==> src/rtl/noc_params.sv <==
// Router-wide parameters and types shared by the port back ends and the allocators.
package noc_params;

    localparam int VC_NUM      = 2;
    localparam int BUFFER_SIZE = 8;
    localparam int VC_W        = (VC_NUM > 1) ? $clog2(VC_NUM) : 1;
    localparam int FLIT_DATA_W = 16;

    typedef enum logic [1:0] {
        HEAD,
        BODY,
        TAIL,
        HEADTAIL
    } flit_label_t;

    // Per-VC ownership; the VC allocator reads the same encoding.
    typedef enum logic [1:0] {
        IDLE,
        ACTIVE,
        DRAIN
    } vc_state_t;

    typedef struct packed {
        flit_label_t             label;
        logic [VC_W-1:0]         vc_id;
        logic [FLIT_DATA_W-1:0]  data;
    } flit_t;

endpackage

==> src/rtl/vc_credit_fsm.sv <==
// One VC of an output port: downstream credit counter plus packet ownership FSM.
module vc_credit_fsm
    import noc_params::*;
#(
    parameter int BUF_SIZE = BUFFER_SIZE,
    parameter int CNT_W    = $clog2(BUF_SIZE + 1)
) (
    input  logic       clk,
    input  logic       rst,
    input  logic       flit_hit,
    input  logic [1:0] flit_label,
    input  logic       credit_hit,
    output logic       credit_ok,
    output logic       free,
    output logic       err
);

    localparam logic [CNT_W-1:0] FULL = CNT_W'(BUF_SIZE);

    logic [CNT_W-1:0] r_cnt;
    logic [CNT_W-1:0] w_cnt_nxt;
    vc_state_t        r_state;
    vc_state_t        w_state_nxt;
    flit_label_t      w_label;
    logic             w_cnt_err;
    logic             w_proto_err;

    assign w_label = flit_label_t'(flit_label);

    // A flit and a credit on the same VC in one cycle cancel out.
    always_comb begin
        w_cnt_nxt = r_cnt;
        w_cnt_err = 1'b0;
        if (flit_hit && !credit_hit) begin
            if (r_cnt == '0) w_cnt_err = 1'b1;
            else             w_cnt_nxt = r_cnt - CNT_W'(1);
        end else if (credit_hit && !flit_hit) begin
            if (r_cnt == FULL) w_cnt_err = 1'b1;
            else               w_cnt_nxt = r_cnt + CNT_W'(1);
        end
    end

    always_comb begin
        w_state_nxt = r_state;
        w_proto_err = 1'b0;
        case (r_state)
            IDLE: begin
                if (flit_hit) begin
                    if (w_label == HEAD)          w_state_nxt = ACTIVE;
                    else if (w_label == HEADTAIL) w_state_nxt = DRAIN;
                    else                          w_proto_err = 1'b1;
                end
            end
            ACTIVE: begin
                if (flit_hit) begin
                    if (w_label == TAIL)          w_state_nxt = DRAIN;
                    else if (w_label != BODY)     w_proto_err = 1'b1;
                end
            end
            DRAIN: begin
                // Released only once every downstream slot has been returned.
                if (flit_hit)                     w_proto_err = 1'b1;
                else if (w_cnt_nxt == FULL)       w_state_nxt = IDLE;
            end
            default: w_state_nxt = IDLE;
        endcase
    end

    always_ff @(posedge clk or negedge rst) begin
        if (!rst) begin
            r_cnt   <= FULL;
            r_state <= IDLE;
        end else begin
            r_cnt   <= w_cnt_nxt;
            r_state <= w_state_nxt;
        end
    end

    assign credit_ok = (r_cnt != '0);
    assign free      = (r_state == IDLE);
    assign err       = w_cnt_err | w_proto_err;

endmodule

==> src/rtl/output_unit.sv <==
// Output-port back end: registers the switched flit onto the link and tracks
// per-VC downstream credits and ownership for the allocators.
module output_unit
    import noc_params::*;
(
    input  logic                     clk,
    input  logic                     rst,
    input  logic [$bits(flit_t)-1:0] flit_i,
    input  logic                     valid_i,
    input  logic                     credit_valid_i,
    input  logic [VC_W-1:0]          credit_vc_i,
    output logic [$bits(flit_t)-1:0] flit_o,
    output logic                     valid_o,
    output logic [VC_NUM-1:0]        vc_free_o,
    output logic [VC_NUM-1:0]        vc_credit_o,
    output logic                     error_o
);

    localparam int CREDIT_W = $clog2(BUFFER_SIZE + 1);

    flit_t                     w_flit;
    logic [VC_NUM-1:0]         w_err;
    logic [$bits(flit_t)-1:0]  r_flit;
    logic                      r_valid;
    logic                      r_error;

    assign w_flit = flit_t'(flit_i);

    for (genvar v = 0; v < VC_NUM; v++) begin : g_vc
        logic w_flit_hit;
        logic w_credit_hit;

        assign w_flit_hit   = valid_i && (w_flit.vc_id == VC_W'(v));
        assign w_credit_hit = credit_valid_i && (credit_vc_i == VC_W'(v));

        vc_credit_fsm #(
            .BUF_SIZE (BUFFER_SIZE),
            .CNT_W    (CREDIT_W)
        ) u_vc (
            .clk        (clk),
            .rst        (rst),
            .flit_hit   (w_flit_hit),
            .flit_label (w_flit.label),
            .credit_hit (w_credit_hit),
            .credit_ok  (vc_credit_o[v]),
            .free       (vc_free_o[v]),
            .err        (w_err[v])
        );
    end

    // Link register: data only loads on a valid flit; error is sticky until reset.
    always_ff @(posedge clk or negedge rst) begin
        if (!rst) begin
            r_flit  <= '0;
            r_valid <= 1'b0;
            r_error <= 1'b0;
        end else begin
            r_valid <= valid_i;
            if (valid_i) r_flit <= flit_i;
            if (|w_err)  r_error <= 1'b1;
        end
    end

    assign flit_o  = r_flit;
    assign valid_o = r_valid;
    assign error_o = r_error;

endmodule
==> config.mk <==
export PLATFORM = sky130hd
export DESIGN_NAME = output_unit
export DESIGN_NICKNAME = d
export VERILOG_FILES = /design/src/rtl/noc_params.sv /design/src/rtl/vc_credit_fsm.sv /design/src/rtl/output_unit.sv
export SDC_FILE = /design/constraint.sdc
export NUM_CORES = 1
export LEC_CHECK = 0
export CORE_AREA = 2 2 80 74
export DETAILED_ROUTE_END_ITERATION = 8
export DIE_AREA = 0 0 82 76
export PLACE_DENSITY = 0.61
export SLEW_MARGIN = 20
export SYNTH_ARGS = -nofsm -noshare
export SYNTH_HDL_FRONTEND = slang
export SYNTH_SLANG_ARGS = --single-unit
==> constraint.sdc <==
create_clock -name clk -period 3.4 [get_ports clk]
set_input_delay 1.02 -clock clk [delete_from_list [all_inputs] [get_ports clk]]
set_output_delay 1.02 -clock clk [all_outputs]
set_load 0.05 [all_outputs]
# Word-level counts from Yosys, hierarchy flattened
# Index checks and enable logic that the tools add are counted.
# classes
n_mux	41
n_addsub	4
reduce_logical	22
n_eq_ne	23
bitwise	4
# ops
op	n
4-bit two-way mux	8
2-bit two-way mux	11
1-bit two-way mux	18
4-bit equality test, second input constant	4
2-bit by 1-bit != test with 1-bit output, second input constant	8
2-bit case mux with 3 select lines	2
6-bit AND reduction	2
4-bit by 1-bit adder with 4-bit output, second input constant	2
2-bit equality test, second input constant	4
1-bit logical AND	8
4-bit logical NOT	2
4-bit nonzero test	2
4-bit by 1-bit subtractor with 4-bit output, second input constant	2
2-bit logical NOT	3
2-bit != test, second input constant	3
3-bit != test, second input constant	2
1-bit case mux with 3 select lines	2
2-bit by 1-bit equality test with 1-bit output, second input constant	2
1-bit logical NOT	4
1-bit NOT	2
1-bit OR	2
2-bit OR reduction	1
# totals
wordCells	101
reg_bits	33
out_inout_bits	25

# Longest topological paths before layout
# Gate-level depths: netlist of the first run.
# depth
word_depth	10
ltp_mapped	7
ltp_nobuf	7

# Modules after synthesis
# From an unflattened synthesis of the first run, not the netlist that was laid out.
# hier_totals
hier_cells	181
area_unflattened_um2	1991.9
# by_module_without_submodules
mod	area_each_um2	n_inst	cells_per_inst
vc_credit_fsm	565.5	2	67
output_unit	860.8	1	47

# Worst setup path before layout of the first run
# No wires, ideal clock.
# synth_path
path_type	reg2out
from	reg g_vc[0].u_vc.r_cnt[0]
to	out vc_credit_o[0]
path_stages_with_launch	5
t_arrival_ns	1.276
setup_slack_ns	1.104
path_cell_list	dfrtp_1 -> inv_1 -> ha_1 -> or3b_4 -> buf_4
# synth_between
elab_chain_cells	1
# synth_rtl
element	line_no	text
start: declaration	vc_credit_fsm.sv:20	logic [CNT_W-1:0] r_cnt;
start signal: assignment	vc_credit_fsm.sv:74	r_cnt <= w_cnt_nxt;
4-bit nonzero test	vc_credit_fsm.sv:79	assign credit_ok = (r_cnt != '0);
end: declaration	output_unit.sv:15	output logic [VC_NUM-1:0] vc_credit_o,
# No other way between the ends.

# Final worst setup path of the first run
# layout_path
from	reg g_vc[1].u_vc.r_cnt[0]
to	out vc_credit_o[1]
# layout_between
elab_chain_cells	1
# layout_rtl
element	line_no
start: declaration	vc_credit_fsm.sv:20
start signal: assignment	vc_credit_fsm.sv:74
4-bit nonzero test	vc_credit_fsm.sv:79
# No other way between the ends.

==> run summary, run 1 <==
required time worst endpoint - 2.38 ns
num ports - 49
count leader, synth - dfrtp_1
Max VDD drop - 0.245 mV
start point of the worst min-delay path - flit_o[8]
global-route wire length before repair - 6.71 mm
Area after DPL - 0.00234 mm²
number of synthesized register bits - 33
Metal-1 WL - 1.86 mm
met3 wire len - 241 µm
DRC violations left - 0
# hold bufs at CTS - 0
post-synth cell types - 50
Starting Density - 33.4%
post-cts resize count - 0
Final Net Count - 253
Setup Fix Bufs, Post-CTS - 0
DR pass1 iterations - 4
maxcap violations - 0
Startpoint Class - register
Clk pwr share - 22.8%
TritonCTS clock tree - yes
ANT cells - 0
clock latency on the worst-skew pair - 0.28 ns
crit path launch - g_vc[1].u_vc.r_cnt[0]
initial antenna violation count - 0
Mapped Avg Cell Area - 10.3 µm²
gpl congestion - 0.788
Leakage Power - 1.00 nW
Post-Route WL - 3.91 mm
skew final - 0.00479 ns
combinational share of power - 41.1%
setup TNS - 0 ns
Worst Setup End Kind - output pin
crit-path max FO - 6
dpl hpwl - 2.77 mm
remaining antenna violation count after routing - 0
outcome - complete, no violations
Rel. slew slack - 66.2%
GR Overflow Total - 0
cell row count - 26
clock slew at reported path FFs - 0.07 ns
Crit Path Category - register to output pin
placed insts - 286
reg2reg start - g_vc[0].u_vc.r_cnt[0]
cell count after synthesis - 178
Seq/Total Area, Yosys - 45.3%
Synth area leader - dfrtp_1
Die X-Extent - 82 µm
Non-Filler Instances - 294
Crit path arrival time - 2.17 ns
Sequential Power Share - 36.1%
Mapped Area - 0.00183 mm²
Post-Syn Nets - 208
FFs w/ async S/R, synth - 100%
Core Footprint - 0.00547 mm²
switching share of power - 39.1%
Ys Warns - 0
# setup viols final - 0
number of synthesized flops with an enable pin - 0
fin crit share - 94.0%
RSZ-0062 raised after global routing - no
routed vias/inst - 5.04
Hold WC Path Type - register to register
# H-tree levels - 2
WL met2 - 1.76 mm
DR iter-0 viols - 81
total power - 1.67 mW
Max clock buf depth - 2
Psw - 0.651 mW
Area growth, synth to finish - 34.7%
final slew viol count - 0
Core Util, Final - 45.0%
worst-margin pin slew - 0.505 ns
Yosys top cell area share - 42.5%
gr usage total - 13.6%
Vias - 1,483
share of cells above drive strength 1 - 17.0%
die area - 0.00623 mm²
Finished Cell Area - 0.00246 mm²
Synth top cells by count - dfrtp_1, mux2_2, inv_1, nor2_1, nand2_1
cell internal pwr - 1.01 mW
average wire per standard cell - 13.3 µm
final hold vios - 0
CTS Root Cell - clkbuf_8
DR top layer - met4
Layout fillers - 541
Hold Path Stages - 1
vias in the first global route - 1,464
port bufs - 48
largest net degree at the start of global routing - 34
post-layout min period - 3.19 ns
CTS buffer count - 5
pwr/cell area - 677 mW/mm²
Area contributors post-synth - dfrtp_1, mux2_2, ha_1, dfstp_2, inv_1
DIE HEIGHT - 76 µm
Synth Flop Type - dfrtp_1
Num Clock Sinks - 33
FF-to-FF path depth - 7
fmax - 313 MHz
layout by cell type (no fill, tap or decap), types with 2 or more instances in the layout:
master / instances
a21oi_1: 8
a22oi_1: 2
a31oi_1: 2
a32oi_1: 2
and3_1: 2
buf_4: 2
clkbuf_8: 6
clkdlybuf4s50_1: 48
dfrtp_1: 31
dfstp_2: 2
ha_1: 6
inv_1: 11
mux2_2: 19
nand2_1: 10
nand2b_1: 2
nand3_1: 6
nand4_1: 2
nor2_1: 11
nor2_2: 2
nor2b_1: 2
nor3_1: 4
nor3b_1: 2
o211ai_1: 5
o21ai_0: 5
o21ai_1: 2
o22ai_1: 3
o31ai_1: 2
xnor2_1: 3
cell families after synthesis:
group,Yosys count,share of synthesized area [%]
flops,33,45.3
simple gates,51,15.1
fa+ha+maj,6,4.11
compound gates,41,15.4
mux,20,12.3
xor+xnor,4,1.92
buf+inv,23,5.89
per-layer routing:
layer	global-route usage, %	vias up
met4	5.50	0
met5	0	-
li1	-	725
met1	18.7	711
met3	4.86	6
met2	19.4	41
cell type report:
| cell class | count | area [µm²] | area share (%) |
|---|---|---|---|
| well taps | 70 | 87.6 | 3.56 |
| repair buffers | 50 | 495 | 20.1 |
| multi-input cells | 122 | 891 | 36.2 |
| clock inverters | 1 | 30.0 | 1.22 |
| clock buffers | 7 | 86.3 | 3.51 |
| inverters | 11 | 41.3 | 1.68 |
| flip-flops and latches | 33 | 828 | 33.7 |
stage by stage:
stage               setup WS (ns)  hold WS (ns)
finish                      0.205         0.506
global route              0.00524         0.530
CTS                         0.193         0.507
detailed placement          0.526         0.494
global placement            0.530         0.489
floorplan                    1.10         0.467
registers in the layout, summed over array words and instances (netlist names):
name,cells
flit_o,19
g_vc.u_vc.r_cnt,8
g_vc.u_vc.r_state,4
error_o,1
valid_o,1
worst paths after layout:
check	slack (ns)	endpoint
hold reg to reg	0.51	flit_o[8]
setup / recovery	0.21	vc_credit_o[1]
hold / removal	0.51	flit_o[8]
setup reg to reg	1.36	g_vc[0].u_vc.r_state[1]
min in group asynchronous	1.16	g_vc[0].u_vc.r_cnt[2]
max in group asynchronous	1.91	g_vc[1].u_vc.r_cnt[3]
worst max-delay path, cell delays in order, from the launching register on:
cell and delay [ns]:
dfrtp_1 0.41, inv_1 0.15, ha_1 0.28, nor3b_1 0.26
inv_1 0.09, clkdlybuf4s50_1 0.71
power by group through the flow:
| stage | clock network (mW) | registers (mW) | logic, mW |
|---|---|---|---|
| after floorplan | 0 | 0.634 | 0.481 |
| after global placement | 0 | 0.608 | 0.685 |
| after detailed placement | 0 | 0.605 | 0.685 |
| after CTS | 0.397 | 0.599 | 0.690 |
| after global routing | 0.415 | 0.617 | 0.747 |
| final | 0.379 | 0.601 | 0.685 |
Power figures use the tool's default switching activity.
==> run 2, diff against run 1 <==
clock period = 3.43 ns   (was 3.4 ns; I/O delays follow)
==> run summary, run 2 (same netlist as run 1, synthesis figures left out) <==
routed vias/inst - 5.07 (was 5.04)
Final Net Count - 253 (unchanged)
total power - 1.63 mW (was 1.67 mW)
max FFs per register - 19 (unchanged)
CTS Root Cell - clkbuf_8 (unchanged)
Worst Setup End Kind - output pin (unchanged)
largest net degree at the start of global routing - 34 (unchanged)
share of cells above drive strength 1 - 17.0% (about the same)
Storage cell area - 828 µm² (unchanged)
initial antenna violation count - 0 (unchanged)
Num Clock Sinks - 33 (unchanged)
num ports - 49 (unchanged)
post-layout min period - 3.20 ns
clock latency on the worst-skew pair - 0.29 ns (was 0.28 ns)
Core Util, Final - 44.8% (was 45.0%)
cell row count - 26 (unchanged)
gpl congestion - 0.754 (was 0.788)
Hold WC Path Type - register to register (unchanged)
CTS buffer count - 5 (unchanged)
commonest non-fill, non-tap cell in the layout - clkdlybuf4s50_1 (unchanged)
dpl hpwl - 2.84 mm (was 2.77 mm)
Layout fillers - 553 (was 541)
Area growth, synth to finish - 34.0% (was 34.7%)
skew final - 0.00628 ns (was 0.00479 ns)
Post-Route WL - 3.91 mm (about the same)
worst hold slack - 0.506 ns (about the same)
most frequent cells in the layout - clkdlybuf4s50_1, dfrtp_1, mux2_2 (unchanged)
vias in the first global route - 1,523 (was 1,464)
post-cts resize count - 0 (unchanged)
Startpoint Class - register (unchanged)
slowest stage delay, CP - 0.71 ns (about the same)
average wire per standard cell - 13.3 µm (about the same)
cells along the critical path - inv_1 > ha_1 > nor3b_1 > inv_1 > clkdlybuf4s50_1 (unchanged)
Multi-input gate area - 891 µm² (unchanged)
Max clock buf depth - 2 (unchanged)
outcome - complete, no violations (unchanged)
fmax - 313 MHz
die area - 0.00623 mm² (unchanged)
slowest cell on the critical path - clkdlybuf4s50_1 (unchanged)
DIE HEIGHT - 76 µm (unchanged)
Leakage Power - 0.998 nW (was 1.00 nW)
maxcap violations - 0 (unchanged)
final slew viol count - 0 (unchanged)
final hold vios - 0 (unchanged)
DRC violations left - 0 (unchanged)
clock slew at reported path FFs - 0.07 ns (about the same)
Rel. slew slack - 65.7% (was 66.2%)
# H-tree levels - 2 (unchanged)
GR Overflow Total - 0 (unchanged)
CP dominant cell by count - inv_1 (unchanged)
worst setup margin - 0.232 ns (was 0.205 ns)
required time worst endpoint - 2.40 ns (was 2.38 ns)
DR iter-0 viols - 99 (was 81)
Starting Density - 33.4% (unchanged)
setup TNS - 0 ns (unchanged)
RSZ-0062 raised after global routing - no (unchanged)
Crit path arrival time - 2.17 ns (about the same)
Setup Fix Bufs, Post-CTS - 0 (unchanged)
Core Footprint - 0.00547 mm² (unchanged)
DR pass1 iterations - 4 (unchanged)
Vias - 1,485 (was 1,483)
Place WS - 0.543 ns (was 0.526 ns)
port bufs - 48 (unchanged)
Crit Path Category - register to output pin (unchanged)
Die X-Extent - 82 µm (unchanged)
gr usage total - 13.8% (was 13.6%)
TritonCTS clock tree - yes (unchanged)
worst-margin pin slew - 0.512 ns (was 0.505 ns)
fin crit share - 93.2%
remaining antenna violation count after routing - 0 (unchanged)
ANT cells - 0 (unchanged)
global-route wire length before repair - 6.71 mm (about the same)
# setup viols final - 0 (unchanged)
# hold bufs at CTS - 0 (unchanged)
crit-path max FO - 6 (unchanged)
pwr/cell area - 664 mW/mm² (was 677 mW/mm²)
Max VDD drop - 0.286 mV (was 0.245 mV)
==> run 2: changes by cell type in the layout (fill, tap and decap cells not counted) <==
| cell | change |
|---|---|
| clkbuf_1 | -1 |
| clkbuf_8 | -1 |
| clkinv_2 | +1 |
==> run 2: per-stage QoR <==
| stage | std cells | cell area, µm² |
|---|---|---|
| 2_1_floorplan | 178 | 1830 |
| 3_3_place_gp | 286 | 2340 |
| 3_5_place_dp | 286 | 2340 |
| 4_1_cts | 293 | 2450 |
| 5_1_grt | 293 | 2450 |
| 6_report | 293 | 2450 |
==> run 2: layout make-up <==
type	instances	share of cell area, %
multi-input combinational	122	36.4
clock inverter	2	1.43
inverter	11	1.69
timing repair buffer	50	20.2
sequential	33	33.8
clock buffer	5	2.81
tap	70	3.58
==> run 2: per-layer routing <==
layer | vias up | GRT usage [%] | wire, µm
met5 | - | 0 | 0
met4 | 0 | 6.00 | 80
met3 | 8 | 4.03 | 263
met2 | 48 | 20.3 | 1760
met1 | 703 | 18.5 | 1810
li1 | 726 | - | -
==> run 2: power breakdown <==
part / switching [mW] / internal [mW] / total (mW)
combinational: 0.393 / 0.287 / 0.679
sequential: 0.116 / 0.482 / 0.598
clock: 0.137 / 0.211 / 0.348
==> run 2: worst paths after layout <==
| kind | start | endpoint | slack [ns] | cells past startpoint |
|---|---|---|---|---|
| setup / recovery | g_vc[1].u_vc.r_cnt[0] | vc_credit_o[1] | 0.23 | 5 |
| hold / removal | g_vc[1].u_vc.r_state[1] | g_vc[1].u_vc.r_state[0] | 0.51 | 1 |
| setup reg to reg | g_vc[0].u_vc.r_cnt[0] | g_vc[0].u_vc.r_state[1] | 1.39 | 7 |
| hold reg to reg | g_vc[1].u_vc.r_state[1] | g_vc[1].u_vc.r_state[0] | 0.51 | 1 |
| max in group asynchronous | rst | g_vc[0].u_vc.r_cnt[3] | 1.95 | 2 |
| min in group asynchronous | rst | error_o | 1.15 | 2 |
==> run 2: critical path, delay by kind of cell, from the launching register on <==
| family | cells | cell delay (ns) |
|---|---|---|
| adders and majority gates | 1 | 0.27 |
| buffers and inverters | 3 | 0.94 |
| DFF | 1 | 0.41 |
| and+or+nand+nor | 1 | 0.27 |
==> run 3, diff against run 2 <==
==> constraint.sdc (replaced) <==
create_clock -name clk -period 3.43 [get_ports clk]
set_input_delay 0.343 -clock clk [delete_from_list [all_inputs] [get_ports clk]]
set_output_delay 0.343 -clock clk [all_outputs]
set_load 0.05 [all_outputs]
==> run summary, run 3 (same netlist as run 1, synthesis figures left out) <==
post-cts resize count - 0 (unchanged)
Max VDD drop - 0.273 mV (was 0.286 mV)
Setup Fix Bufs, Post-CTS - 0 (unchanged)
Worst Setup End Kind - output pin (unchanged)
maxcap violations - 0 (unchanged)
Num Clock Sinks - 33 (unchanged)
routed vias/inst - 5.06 (was 5.07)
fmax - 395 MHz (was 313 MHz)
TritonCTS clock tree - yes (unchanged)
worst setup margin - 0.900 ns (was 0.232 ns)
DR iter-0 viols - 94 (was 99)
Crit path arrival time - 2.19 ns (was 2.17 ns)
Final Net Count - 253 (unchanged)
global-route wire length before repair - 6.47 mm (was 6.71 mm)
RSZ-0062 raised after global routing - no (unchanged)
Vias - 1,482 (was 1,485)
Starting Density - 33.4% (unchanged)
CP dominant cell by count - inv_1 (unchanged)
initial antenna violation count - 0 (unchanged)
DRC violations left - 0 (unchanged)
skew final - 0.00203 ns (was 0.00628 ns)
Leakage Power - 0.988 nW (was 0.998 nW)
slowest cell on the critical path - clkdlybuf4s50_1 (unchanged)
share of cells above drive strength 1 - 16.6% (was 17.0%)
clock latency on the worst-skew pair - 0.28 ns (was 0.29 ns)
Area growth, synth to finish - 33.0% (was 34.0%)
Post-Route WL - 3.91 mm (unchanged)
FF-to-FF path depth - 7 (unchanged)
CTS Root Cell - clkbuf_8 (unchanged)
pwr/cell area - 645 mW/mm² (was 664 mW/mm²)
Clk pwr share - 18.6% (was 21.4%)
gr usage total - 13.2% (was 13.8%)
Crit Path Category - register to output pin (unchanged)
setup TNS - 0 ns (unchanged)
Core Util, Final - 44.5% (was 44.8%)
Startpoint Class - register (unchanged)
Core Footprint - 0.00547 mm² (unchanged)
gpl congestion - 0.755 (was 0.754)
Finished Cell Area - 0.00243 mm² (was 0.00245 mm²)
dpl hpwl - 2.80 mm (was 2.84 mm)
required time worst endpoint - 3.09 ns (was 2.40 ns)
port bufs - 48 (unchanged)
Multi-input gate area - 891 µm² (unchanged)
worst-margin pin slew - 0.506 ns (was 0.512 ns)
largest net degree at the start of global routing - 34 (unchanged)
outcome - complete, no violations (unchanged)
GR Overflow Total - 0 (unchanged)
most frequent cells in the layout - clkdlybuf4s50_1, dfrtp_1, mux2_2 (unchanged)
DR pass1 iterations - 4 (unchanged)
switching share of power - 40.8% (was 39.8%)
CTS buffer count - 5 (unchanged)
vias in the first global route - 1,442 (was 1,523)
max FFs per register - 19 (unchanged)
# setup viols final - 0 (unchanged)
Hold WC Path Type - primary input to asynchronous set/reset pin (was register to register)
reg-to-reg endpoint - g_vc[0].u_vc.r_state[1] (unchanged)
reg2reg setup slack - 1.39 ns (about the same)
crit-path max FO - 6 (unchanged)
Sequential Power Share - 38.1% (was 36.8%)
Psw - 0.640 mW (was 0.646 mW)
cells along the critical path - inv_1 > ha_1 > nor3b_1 > inv_1 > clkdlybuf4s50_1 (unchanged)
final slew viol count - 0 (unchanged)
Area after DPL - 0.00234 mm² (unchanged)
# hold bufs at CTS - 0 (unchanged)
Place WS - 1.21 ns (was 0.543 ns)
clock slew at reported path FFs - 0.07 ns (about the same)
# H-tree levels - 2 (unchanged)
post-layout min period - 2.53 ns (was 3.20 ns)
cell internal pwr - 0.928 mW (was 0.979 mW)
Layout fillers - 548 (was 553)
Max clock buf depth - 2 (unchanged)
slowest stage delay, CP - 0.71 ns (about the same)
fin crit share - 73.8% (was 93.2%)
num ports - 49 (unchanged)
reg2reg start - g_vc[0].u_vc.r_cnt[0] (unchanged)
commonest non-fill, non-tap cell in the layout - clkdlybuf4s50_1 (unchanged)
remaining antenna violation count after routing - 0 (unchanged)
average wire per standard cell - 13.3 µm (unchanged)
die area - 0.00623 mm² (unchanged)
Storage cell area - 828 µm² (unchanged)
ANT cells - 0 (unchanged)
combinational share of power - 43.3% (was 41.8%)
final hold vios - 0 (unchanged)
Rel. slew slack - 66.1% (was 65.7%)
Die X-Extent - 82 µm (unchanged)
cell row count - 26 (unchanged)
DIE HEIGHT - 76 µm (unchanged)
run 3: cell types whose count changed in the layout (fill, tap and decap cells not counted):
cell / change
clkinv_2: -1
clkbuf_8: +1
clkbuf_1: +1
bufinv_16: -1
run 3: routing by layer:
metal,vias to the layer above,track usage [%],part of all wire [%],wire length (µm)
met3,5,4.86,5.5,216
met1,712,17.3,49,1910
li1,725,-,-,-
met5,-,0,0,0
met2,40,20.3,45,1750
met4,0,3.50,0.97,38
run 3: worst max-delay path: cells and delay by family, from the launching register on:
kind,cells,cell delay [ns]
AND/OR/NAND/NOR,1,0.28
adder cells (fa/ha/maj),1,0.28
buffers and inverters,3,0.94
flip-flops,1,0.42
run 3: cell type report:
class / instances / area share, %
clock buffer: 7 / 3.55
inverter: 11 / 1.70
multi-input combinational: 122 / 36.7
sequential: 33 / 34.1
tap: 70 / 3.60
timing repair buffer: 50 / 20.4
run 3: power by group through the flow:
stage	combinational (mW)	sequential, mW	clock, mW
floorplan	0.477	0.629	0
global placement	0.673	0.601	0
detailed placement	0.678	0.602	0
CTS	0.681	0.598	0.308
global route	0.730	0.613	0.326
finish	0.679	0.597	0.291
run 3: worst max path at each step:
stage,endpoint,depth (start not counted),from,slack (ns)
final,vc_credit_o[1],5,g_vc[1].u_vc.r_cnt[0],0.90
after global routing,vc_credit_o[1],5,g_vc[1].u_vc.r_cnt[0],0.71
after CTS,vc_credit_o[1],5,g_vc[1].u_vc.r_cnt[0],0.89
after detailed placement,vc_credit_o[1],5,g_vc[1].u_vc.r_cnt[0],1.21
after global placement,vc_credit_o[1],5,g_vc[1].u_vc.r_cnt[0],1.22
after floorplan,g_vc[0].u_vc.r_state[1],7,g_vc[0].u_vc.r_cnt[0],1.54
run 3: through the flow:
step | power [mW] | instances | hold slack (ns)
floorplan | 1.11 | 178 | 0.0474
global placement | 1.27 | 286 | 0.489
detailed placement | 1.28 | 286 | 0.494
CTS | 1.59 | 293 | 0.494
global route | 1.67 | 293 | 0.520
finish | 1.57 | 293 | 0.477
